### config.mk
export PLATFORM = sky130hd
export DESIGN_NAME = video_render_seq
export DESIGN_NICKNAME = d
export VERILOG_FILES = /design/src/rtl/video_render_seq.sv
export SDC_FILE = /design/constraint.sdc
export NUM_CORES = 1
export LEC_CHECK = 0
export BUFFER_PORTS_ARGS = -buffer_cell sky130_fd_sc_hd__buf_2
export CORE_UTILIZATION = 40
export DETAILED_ROUTE_END_ITERATION = 10
export MAX_ROUTING_LAYER = met4
export PLACE_DENSITY = 0.66
export SETUP_SLACK_MARGIN = 0.2
export SYNTH_ARGS = -nofsm -noshare
export SYNTH_HDL_FRONTEND = slang
export SYNTH_SLANG_ARGS = --single-unit
### constraint.sdc
create_clock -name clk -period 2.5 [get_ports clk]
set_input_delay 0.625 -clock clk [delete_from_list [all_inputs] [get_ports clk]]
set_output_delay 0.625 -clock clk [all_outputs]
set_load 0.02 [all_outputs]
### src/rtl/video_render_seq.sv
// Per-line render scheduler: sequences layer 0, layer 1 and sprite renderers
// one at a time per display line, flips the line buffer and raises interrupts.
//
// Ports:
//   clk, rst                 pixel clock, async active-high reset
//   start_of_screen          strobe on the last pixel before display line 0
//   start_of_line            strobe on the last pixel of every line
//   end_of_screen            strobe on the last pixel of the last active line
//   l0_en/l1_en/spr_en       stage enables, sampled at each kick
//   l0_done/l1_done/spr_done renderer completion pulses
//   irq_line_cfg             line-compare value
//   overrun_clr              clears the sticky overrun flag
//   l0_start/l1_start/spr_start  one-cycle start pulses
//   render_line              line the renderers must produce
//   linebuf_sel              line-buffer half being written
//   render_abort             one-cycle abort of the active renderer
//   busy                     high while any stage is pending
//   overrun                  sticky, set when a render is aborted
//   line_irq                 one-cycle pulse on line compare
//   vsync_irq                one-cycle pulse after end_of_screen
module video_render_seq #(
  parameter int NUM_LINES = 480,
  parameter int LINE_W    = 10
) (
  input  logic              clk,
  input  logic              rst,
  input  logic              start_of_screen,
  input  logic              start_of_line,
  input  logic              end_of_screen,
  input  logic              l0_en,
  input  logic              l1_en,
  input  logic              spr_en,
  input  logic              l0_done,
  input  logic              l1_done,
  input  logic              spr_done,
  input  logic [LINE_W-1:0] irq_line_cfg,
  input  logic              overrun_clr,
  output logic              l0_start,
  output logic              l1_start,
  output logic              spr_start,
  output logic [LINE_W-1:0] render_line,
  output logic              linebuf_sel,
  output logic              render_abort,
  output logic              busy,
  output logic              overrun,
  output logic              line_irq,
  output logic              vsync_irq
);

  typedef enum logic [1:0] {
    IDLE = 2'd0,
    L0   = 2'd1,
    L1   = 2'd2,
    SPR  = 2'd3
  } state_t;

  localparam logic [LINE_W-1:0] LAST_LINE = LINE_W'(NUM_LINES - 1);

  state_t            state_q;
  logic [2:0]        en_q;
  logic              frame_active_q;
  logic [LINE_W-1:0] render_line_q;
  logic              linebuf_sel_q;
  logic              l0_start_q;
  logic              l1_start_q;
  logic              spr_start_q;
  logic              render_abort_q;
  logic              overrun_q;
  logic              line_irq_q;
  logic              vsync_irq_q;

  // en bit order: [0]=L0, [1]=L1, [2]=SPR; lowest set bit wins.
  function automatic state_t pick(input logic [2:0] en);
    state_t s;
    s = IDLE;
    if (en[0])      s = L0;
    else if (en[1]) s = L1;
    else if (en[2]) s = SPR;
    return s;
  endfunction

  logic              line_go;
  logic              frame_end;
  logic              kick;
  logic              done_ok;
  logic [LINE_W-1:0] line_d;
  state_t            first_st;
  state_t            next_st;
  state_t            tgt_d;

  assign line_go   = start_of_line & frame_active_q
                   & (render_line_q < LAST_LINE);
  assign frame_end = start_of_line & frame_active_q
                   & (render_line_q == LAST_LINE);
  assign kick      = start_of_screen | line_go;
  assign line_d    = start_of_screen ? '0
                   : render_line_q + LINE_W'(1);
  assign first_st  = pick({spr_en, l1_en, l0_en});

  // A done coinciding with its own start pulse is stale and ignored.
  always_comb begin
    next_st = IDLE;
    done_ok = 1'b0;
    unique case (state_q)
      L0: begin
        done_ok = l0_done & ~l0_start_q;
        next_st = pick({en_q[2], en_q[1], 1'b0});
      end
      L1: begin
        done_ok = l1_done & ~l1_start_q;
        next_st = pick({en_q[2], 2'b00});
      end
      SPR: begin
        done_ok = spr_done & ~spr_start_q;
        next_st = IDLE;
      end
      default: begin
        done_ok = 1'b0;
        next_st = IDLE;
      end
    endcase
  end

  assign tgt_d = kick ? first_st : next_st;

  always_ff @(posedge clk or posedge rst) begin
    if (rst) begin
      state_q        <= IDLE;
      en_q           <= '0;
      frame_active_q <= 1'b0;
      render_line_q  <= '0;
      linebuf_sel_q  <= 1'b0;
      l0_start_q     <= 1'b0;
      l1_start_q     <= 1'b0;
      spr_start_q    <= 1'b0;
      render_abort_q <= 1'b0;
      overrun_q      <= 1'b0;
      line_irq_q     <= 1'b0;
      vsync_irq_q    <= 1'b0;
    end else begin
      l0_start_q     <= 1'b0;
      l1_start_q     <= 1'b0;
      spr_start_q    <= 1'b0;
      render_abort_q <= 1'b0;
      line_irq_q     <= 1'b0;
      vsync_irq_q    <= end_of_screen;

      if (start_of_screen)
        frame_active_q <= 1'b1;
      else if (frame_end)
        frame_active_q <= 1'b0;

      if (overrun_clr)
        overrun_q <= 1'b0;

      if (kick) begin
        render_line_q <= line_d;
        linebuf_sel_q <= ~linebuf_sel_q;
        en_q          <= {spr_en, l1_en, l0_en};
        line_irq_q    <= (line_d == irq_line_cfg);
        // A new line while a stage is still pending kills it.
        if (state_q != IDLE) begin
          render_abort_q <= 1'b1;
          overrun_q      <= 1'b1;
        end
      end

      if (kick || done_ok) begin
        state_q     <= tgt_d;
        l0_start_q  <= (tgt_d == L0);
        l1_start_q  <= (tgt_d == L1);
        spr_start_q <= (tgt_d == SPR);
      end
    end
  end

  assign l0_start     = l0_start_q;
  assign l1_start     = l1_start_q;
  assign spr_start    = spr_start_q;
  assign render_line  = render_line_q;
  assign linebuf_sel  = linebuf_sel_q;
  assign render_abort = render_abort_q;
  assign busy         = (state_q != IDLE);
  assign overrun      = overrun_q;
  assign line_irq     = line_irq_q;
  assign vsync_irq    = vsync_irq_q;

endmodule

==> impl_results.md, run 1 <==
* Outcome: finished clean
* Ys async rst share at 100%
* Post-synthesis sequential area ratio at 36.3%
* Clock Tree Root: clkbuf_8
* Power Dens Cells at 471 nW/um^2
* Layout cells sized above 1 at 30.4%
* Final Hold Fails at 0
* Reg2Reg Capture Point: l1_start$_DFF_PP0_
* Initial antenna violation count at 0
* Clock slew seen by the registers of the worst setup and hold paths at 80 ps
* Total CTS buffers at 3
* Worst hold path class: primary input to asynchronous set/reset pin
* WL final at 3.45 mm
* Crit Path Class: flip-flop to flip-flop
* GRT Overall Usage at 18.4%
* Most used DFF post-synth: dfrtp_1
* Clock sinks at 23
* CTS Buffer Depth at 2
* # IOs at 41
* Area Overhead vs Synth at 16.7%
* First-pass GRT wire length at 5.69 mm
* P_sw at 0.273 mW
* GP Congestion at 0.788
* Critical Path Sink Type: flip-flop
* Combinational group share of total power at 24.3%
* Final WS setup at 283 ps
* CTS tree: yes
* Fin crit share at 88.7%
* Total grt overflow at 0
* Setup TNS at 0 ps
* Max cap viols at 0
* Routed via count at 1,357
* Flops & latches, synth at 23
* Internal reg-to-reg setup slack at 280 ps
* Final Net Count at 236
* Worst-path maximum fanout at 9
* Num rows at 22
* Worst skew pair latency at 270 ps
* Place WS at 300 ps
* Final Skew at 2.31 ps
* Die H at 65.0 um
* Width of the die at 65.0 um
* Setup Viol. Count Final at 0
* Clk pwr share at 26.8%
* H-tree depth at 1
* Core area at 3740 sq um
* Crit path to: l1_start$_DFF_PP0_
* Tot Pwr at 0.872 mW
* Yosys cell types at 52
* Worst-margin pin slew at 431 ps
* Worst vdd ir at 358 uV
* Vias in the first global route at 1,203
* Port Buf Inserts at 40
* Minimum clock period at 2220 ps
* DRC at 0
* Cell area after synthesis at 1590 sq um
* Synthesized Nets at 197
* Die footprint at 4220 sq um
* Cells after Synth at 169
* DRT antenna net count at 0
* Max Fclk at 451 MHz
* Max FFs per register at 10
* Cell-internal power at 0.599 mW
* Iter 0 DRT Violations at 53
* Leak at 0.820 nW
* Via/cell ratio at 5.32
* RSZ-0062 raised after global routing: no
* Worst-case reg-to-reg path depth at 7
* Number of flops mapped to enable cells by yosys at 0
* 1st-pass router iterations at 5
* Sequential Power Share at 48.9%
* Sw Share at 31.3%
* Avg Synthesized Cell Area at 9.38 sq um
* Worst EP required at 2670 ps
* CP Launch Point: render_line[0]$_DFFE_PP0N_
* Avg WL per Cell at 13.5 um
* # diodes at 0
* WP data arrival at 2390 ps
* Reg-to-Reg Start: render_line[0]$_DFFE_PP0N_
* Pin count of the biggest net entering global routing at 25
* Placed wire-length estimate at 2.57 mm
* Slew Limit Fails at 0
* Relative slew slack at 71.3%
* Startpoint types: flip-flop
* Initial core utilization at 42.3%
* Yosys warning count at 0
## layout by cell type, fill, tap and decap left out, types with 3 or more instances in the layout
| cell | n |
|---|---|
| clkbuf_8 | 3 |
| a31oi_1 | 3 |
| buf_4 | 4 |
| xnor2_1 | 9 |
| xor2_1 | 7 |
| dfrtp_1 | 23 |
| inv_1 | 9 |
| buf_2 | 40 |
| nand3b_1 | 4 |
| ha_1 | 6 |
| a21oi_1 | 10 |
| nand2_1 | 16 |
| o21ai_0 | 7 |
| or3_1 | 3 |
| nand3_1 | 7 |
| nor3_1 | 4 |
| nor2_1 | 12 |
## worst max-delay path, cell delays in order (launching register included)
cell and delay (ps):
dfrtp_1 470, ha_1 300, and4_4 240, o21ai_4 140
and4b_1 410, nor2_8 90, mux2_4 340, nor2b_4 130
## metrics by stage
step                utilization (%)  std cells  hold WS (ps)  area, sq um
finish                         49.4        255           381         1850
global route                   49.4        255           430         1850
CTS                            49.3        255           378         1840
detailed placement             48.0        251           480         1800
global placement               48.0        251           496         1800
floorplan                         -        169           467         1590
## worst min-delay path by stage
stage	start	endpoint	slack, ps	cells past startpoint
2_1_floorplan	en_q[1]$_DFFE_PP0N_	en_q[1]$_DFFE_PP0N_	470	2
3_3_place_gp	linebuf_sel$_DFFE_PP0N_	linebuf_sel$_DFFE_PP0N_	500	1
3_5_place_dp	linebuf_sel$_DFFE_PP0N_	linebuf_sel$_DFFE_PP0N_	480	1
4_1_cts	rst	linebuf_sel$_DFFE_PP0N_	380	3
5_1_grt	rst	l0_start$_DFF_PP0_	430	3
6_report	rst	vsync_irq$_DFF_PP0_	380	3
## synthesized netlist by cell type, drive strengths merged, types with 2 or more instances
library cell	count	area share (%)
nor4	3	1.2
nor2	13	4.1
xnor2	9	5.0
buf	7	3.5
nor2b	3	1.7
xor2	7	3.9
inv	9	2.1
dfrtp	23	36
ha	6	4.7
nor3b	2	0.95
and3	2	0.87
clkbuf	3	1.4
a31oi	3	1.2
a21oi	11	3.7
nand2	16	3.8
nand4	2	0.79
o22ai	2	0.79
nand3	8	2.8
mux2	3	2.6
o21ai	9	3.8
or3	3	1.2
o211ai	2	0.95
nor3	4	1.3
nand3b	4	1.9
## layer usage
metal | up-vias | wire length [um] | track usage, %
met4 | 0 | 81 | 7.50
li1 | 671 | - | -
met5 | - | 0 | -
met1 | 631 | 1610 | 25.3
met3 | 9 | 171 | 3.17
met2 | 46 | 1580 | 26.6
## repair_timing
action                                  4_1_cts  5_1_grt
endpoints found under the setup margin        0        1
buffers inserted                              0        0
hold buffers                                  0        0
hold endpoints to repair                      0        0
resized for setup                             0        1
## power groups by stage
stage / registers, mW / clock network (mW) / logic (mW)
global route: 0.430 / 0.253 / 0.234
global placement: 0.433 / 0 / 0.211
floorplan: 0.456 / 0 / 0.117
detailed placement: 0.433 / 0 / 0.213
finish: 0.426 / 0.234 / 0.212
CTS: 0.426 / 0.247 / 0.213
## final cells by class
| class | instances | area (sq um) |
|---|---|---|
| fillers | 397 | 1890 |
| well taps | 48 | 60.1 |
| clock inverters | 1 | 5.00 |
| inverters | 9 | 33.8 |
| flip-flops and latches | 23 | 576 |
| repair buffers | 44 | 230 |
| multi-input cells | 127 | 905 |
| clock buffers | 3 | 41.3 |
## cell families (layout without fill, tap and decap cells)
logic type      Yosys count  in the layout  synth area share, %
compound gates           35             35                 15.1
xor+xnor                 16             16                 8.84
fa+ha+maj                 6              6                 4.74
buf+inv                  19             57                 7.02
flops                    23             23                 36.3
mux                       3              3                 2.60
simple gates             67             67                 25.4
Power figures use the tool's default switching activity.
==> inputs of run 2 (changes only) <==
--- a/config.mk
+++ b/config.mk
@@ -5,11 +5,12 @@
 export SDC_FILE = /design/constraint.sdc
 export NUM_CORES = 1
 export LEC_CHECK = 0
+export ABC_AREA = 1
 export BUFFER_PORTS_ARGS = -buffer_cell sky130_fd_sc_hd__buf_2
 export CORE_UTILIZATION = 40
 export DETAILED_ROUTE_END_ITERATION = 10
 export MAX_ROUTING_LAYER = met4
-export PLACE_DENSITY = 0.66
+export PLACE_DENSITY = 0.67
 export SETUP_SLACK_MARGIN = 0.2
 export SYNTH_ARGS = -nofsm -noshare
 export SYNTH_HDL_FRONTEND = slang
==> run 2 against run 1 <==
Compared with the run above: final area shrank 6.9%; wire length decreased by 9.0%; non-clock buffer count decreased by 2; sequential power grew 1%; clock skew is 7.2 ps higher; area after synthesis down 9.2%; hold slack worse by 70 ps; total power is 5.1% lower; critical path depth increased by 3; critical endpoint is now state_q[1]$_DFFE_PP0P_; highest routed layer unchanged.
==> impl_results.md, run 2 <==
* Relative slew slack at 76.9% (was 71.3%)
* Ys async rst share at 100% (unchanged)
* Fin crit share at 82.2% (was 88.7%)
* GP Congestion at 0.849 (was 0.788)
* Crit-path cells: ha_1 -> nand2_2 -> nor2_1 -> nand3_1 -> nand2_1 -> nand2_2 -> inv_2 -> nand2_1 -> nand2_1 -> o21ai_0 (was ha_1 -> and4_4 -> o21ai_4 -> and4b_1 -> nor2_8 -> mux2_4 -> nor2b_4)
* Cells after Synth at 207 (was 169)
* First-pass GRT wire length at 4.94 mm (was 5.69 mm)
* # IOs at 41 (unchanged)
* Clock slew seen by the registers of the worst setup and hold paths at 150 ps (was 80 ps)
* Area Overhead vs Synth at 19.6% (was 16.7%)
* Via/cell ratio at 4.72 (was 5.32)
* Port Buf Inserts at 40 (unchanged)
* Worst-path maximum fanout at 19 (was 9)
* Synthesized Nets at 235 (was 197)
* Die footprint at 3840 sq um (was 4220 sq um)
* Most frequent cells in the layout: 61 x nand2_1, 40 x buf_2, 30 x inv_1 (was 40 x buf_2, 23 x dfrtp_1, 16 x nand2_1)
* RSZ-0062 raised after global routing: no (unchanged)
* Worst EP required at 2720 ps (was 2670 ps)
* Initial core utilization at 42.5% (was 42.3%)
* Outcome: finished clean (unchanged)
* Cell area after synthesis at 1440 sq um (was 1590 sq um)
* Final Skew at 9.54 ps (was 2.31 ps)
* Total grt overflow at 0 (unchanged)
* Layout cells sized above 1 at 20.8% (was 30.4%)
* Yosys cell types at 25 (was 52)
* Crit path top cell by count: nand2_1
* Power Dens Cells at 480 nW/um^2 (was 471 nW/um^2)
* Startpoint types: flip-flop (unchanged)
* Placed instance count at 292 (was 251)
* 1st-pass router iterations at 4 (was 5)
* Place WS at 469 ps (was 300 ps)
* Setup Buffers After CTS at 0 (unchanged)
* Most frequent cell after synthesis: nand2_1 (was dfrtp_1)
* CTS tree: yes (unchanged)
* Setup Viol. Count Final at 0 (unchanged)
* Worst-margin pin slew at 345 ps (was 431 ps)
* Final WS setup at 444 ps (was 283 ps)
* Max FFs per register at 10 (unchanged)
* # diodes at 0 (unchanged)
* Most common cell after layout, fill and taps aside: nand2_1 (was buf_2)
* Worst vdd ir at 188 uV (was 358 uV)
* Core area at 3390 sq um (was 3740 sq um)
* Total CTS buffers at 3 (unchanged)
* Crit Path Class: flip-flop to flip-flop (unchanged)
* Tot Pwr at 0.827 mW (was 0.872 mW)
* Worst hold path class: primary input to asynchronous set/reset pin (unchanged)
* CTS Buffer Depth at 2 (unchanged)
* Pin count of the biggest net entering global routing at 24 (was 25)
* Width of the die at 62 um (was 65.0 um)
* DRC at 0 (unchanged)
* Avg WL per Cell at 10.6 um (was 13.5 um)
* Num rows at 21 (was 22)
* Leak at 0.975 nW (was 0.820 nW)
* Layout filler cell count at 342 (was 397)
* GRT Overall Usage at 17.7% (was 18.4%)
* Share of the synthesized area in the top cell type at 40.0% (was 36.3%)
* Clock sinks at 23 (unchanged)
* Routed via count at 1,398 (was 1,357)
* Yosys warning count at 0 (unchanged)
* H-tree depth at 1 (unchanged)
* Setup TNS at 0 ps (unchanged)
* Placed wire-length estimate at 2.47 mm (was 2.57 mm)
* Slew Limit Fails at 0 (unchanged)
* Minimum clock period at 2060 ps (was 2220 ps)
* CP max stage delay at 460 ps (was 470 ps)
* WP data arrival at 2270 ps (was 2390 ps)
* Max cap viols at 0 (unchanged)
* Vias in the first global route at 1,148 (was 1,203)
* Number of flops mapped to enable cells by yosys at 0 (unchanged)
* Avg Synthesized Cell Area at 6.96 sq um (was 9.38 sq um)
* DRT antenna net count at 0 (unchanged)
* Post-CTS Resized at 0 (unchanged)
* Slowest CP cell: dfrtp_1 (unchanged)
* Post-synthesis sequential area ratio at 40.0% (was 36.3%)
* Final Net Count at 279 (was 236)
* Initial antenna violation count at 0 (unchanged)
* Largest cells by area after synthesis: dfrtp_1 40%, nand2_1 16%, inv_1 7.8%, nand3_1 6.3%, o21ai_0 6.3% (was dfrtp_1 36%, xnor2_1 5.0%, ha_1 4.7%, xor2_1 3.9%, nand2_1 3.8%)
* Flops & latches, synth at 23 (unchanged)
* Critical Path Sink Type: flip-flop (unchanged)
* Hold-fix buffers, CTS at 0 (unchanged)
* Die H at 62 um (was 65.0 um)
* Iter 0 DRT Violations at 33 (was 53)
* Most used DFF post-synth: dfrtp_1 (unchanged)
* Max Fclk at 486 MHz (was 451 MHz)
* Largest area contributor in the netlist: dfrtp_1 (unchanged)
* Final Hold Fails at 0 (unchanged)
* Final non-filler cell total at 296 (was 255)
* Worst skew pair latency at 310 ps (was 270 ps)
* WL final at 3.14 mm (was 3.45 mm)
* Top post-synthesis cells by count: 61 x nand2_1, 30 x inv_1, 23 x dfrtp_1, 23 x nor2_1 (was 23 x dfrtp_1, 16 x nand2_1, 12 x nor2_1)
* Clock Tree Root: clkbuf_4 (was clkbuf_8)
run 2: changes by cell type after synthesis, moves of 9 or more:
cell and change:
a21oi_1 -9, inv_1 +21, nand2_1 +45, nand3_1 +11, nor2_1 +11, o21ai_0 +11, xnor2_1 -9
run 2: report_power, final:
group	total (mW)	switching, mW	internal, mW
Sequential	0.431	0.0260	0.405
Clock	0.183	0.122	0.0609
Combinational	0.214	0.135	0.0791
Total	0.827	0.283	0.545
run 2: cells by family (layout without fill, tap and decap cells):
kind of cell               count (synthesis)  count (layout)  share of synthesized area (%)
adders and majority gates                  6               6                           5.21
AOI/OAI and AO/OA                         27              27                           10.7
xor gates and xnor gates                   1               1                          0.608
DFF                                       23              23                           40.0
buffers and inverters                     35              78                           9.73
and+or+nand+nor                          115             115                           33.8
run 2: metrics by stage:
stage / cell area, sq um / hold slack, ps / util (%)
after global routing: 1720 / 339 / 50.8
after CTS: 1720 / 321 / 50.8
after floorplan: 1440 / 464 / -
after global placement: 1690 / 466 / 49.9
final: 1720 / 310 / 50.8
after detailed placement: 1690 / 465 / 49.9
run 2: worst paths after layout:
path | from | end | slack [ps] | depth (start not counted)
max reg2reg | render_line[0]$_DFFE_PP0N_ | state_q[1]$_DFFE_PP0P_ | 440 | 10
min in group clk | end_of_screen | vsync_irq$_DFF_PP0_ | 400 | 1
min | rst | state_q[0]$_DFFE_PP0P_ | 310 | 3
min reg2reg | linebuf_sel$_DFFE_PP0N_ | linebuf_sel$_DFFE_PP0N_ | 480 | 1
max in group asynchronous | rst | frame_active_q$_DFFE_PP0P_ | 1960 | 3
max | render_line[0]$_DFFE_PP0N_ | state_q[1]$_DFFE_PP0P_ | 440 | 10
run 2: layer usage:
layer	wire [um]	global-route usage, %	vias to the layer above
li1	-	-	745
met1	1660	25.0	620
met2	1340	27.1	31
met3	117	2.48	2
met4	29	3.81	0
met5	0	-	-
run 2: final cells by class:
| type | count | area, sq um | area share, % |
|---|---|---|---|
| inverters | 32 | 120 | 6.97 |
| flip-flops and latches | 23 | 576 | 33.4 |
| clock inverters | 1 | 7.51 | 0.436 |
| multi-input cells | 149 | 724 | 42.0 |
| repair buffers | 42 | 215 | 12.5 |
| well taps | 46 | 57.6 | 3.34 |
| clock buffers | 3 | 22.5 | 1.31 |
run 2: critical path: cells and delay by family (launching register included):
kind / cells / cell delay [ps]
AO/OA/AOI/OAI: 1 / 90
adder cells (fa/ha/maj): 1 / 250
buffers and inverters: 1 / 280
flip-flops: 1 / 460
AND/OR/NAND/NOR: 7 / 880
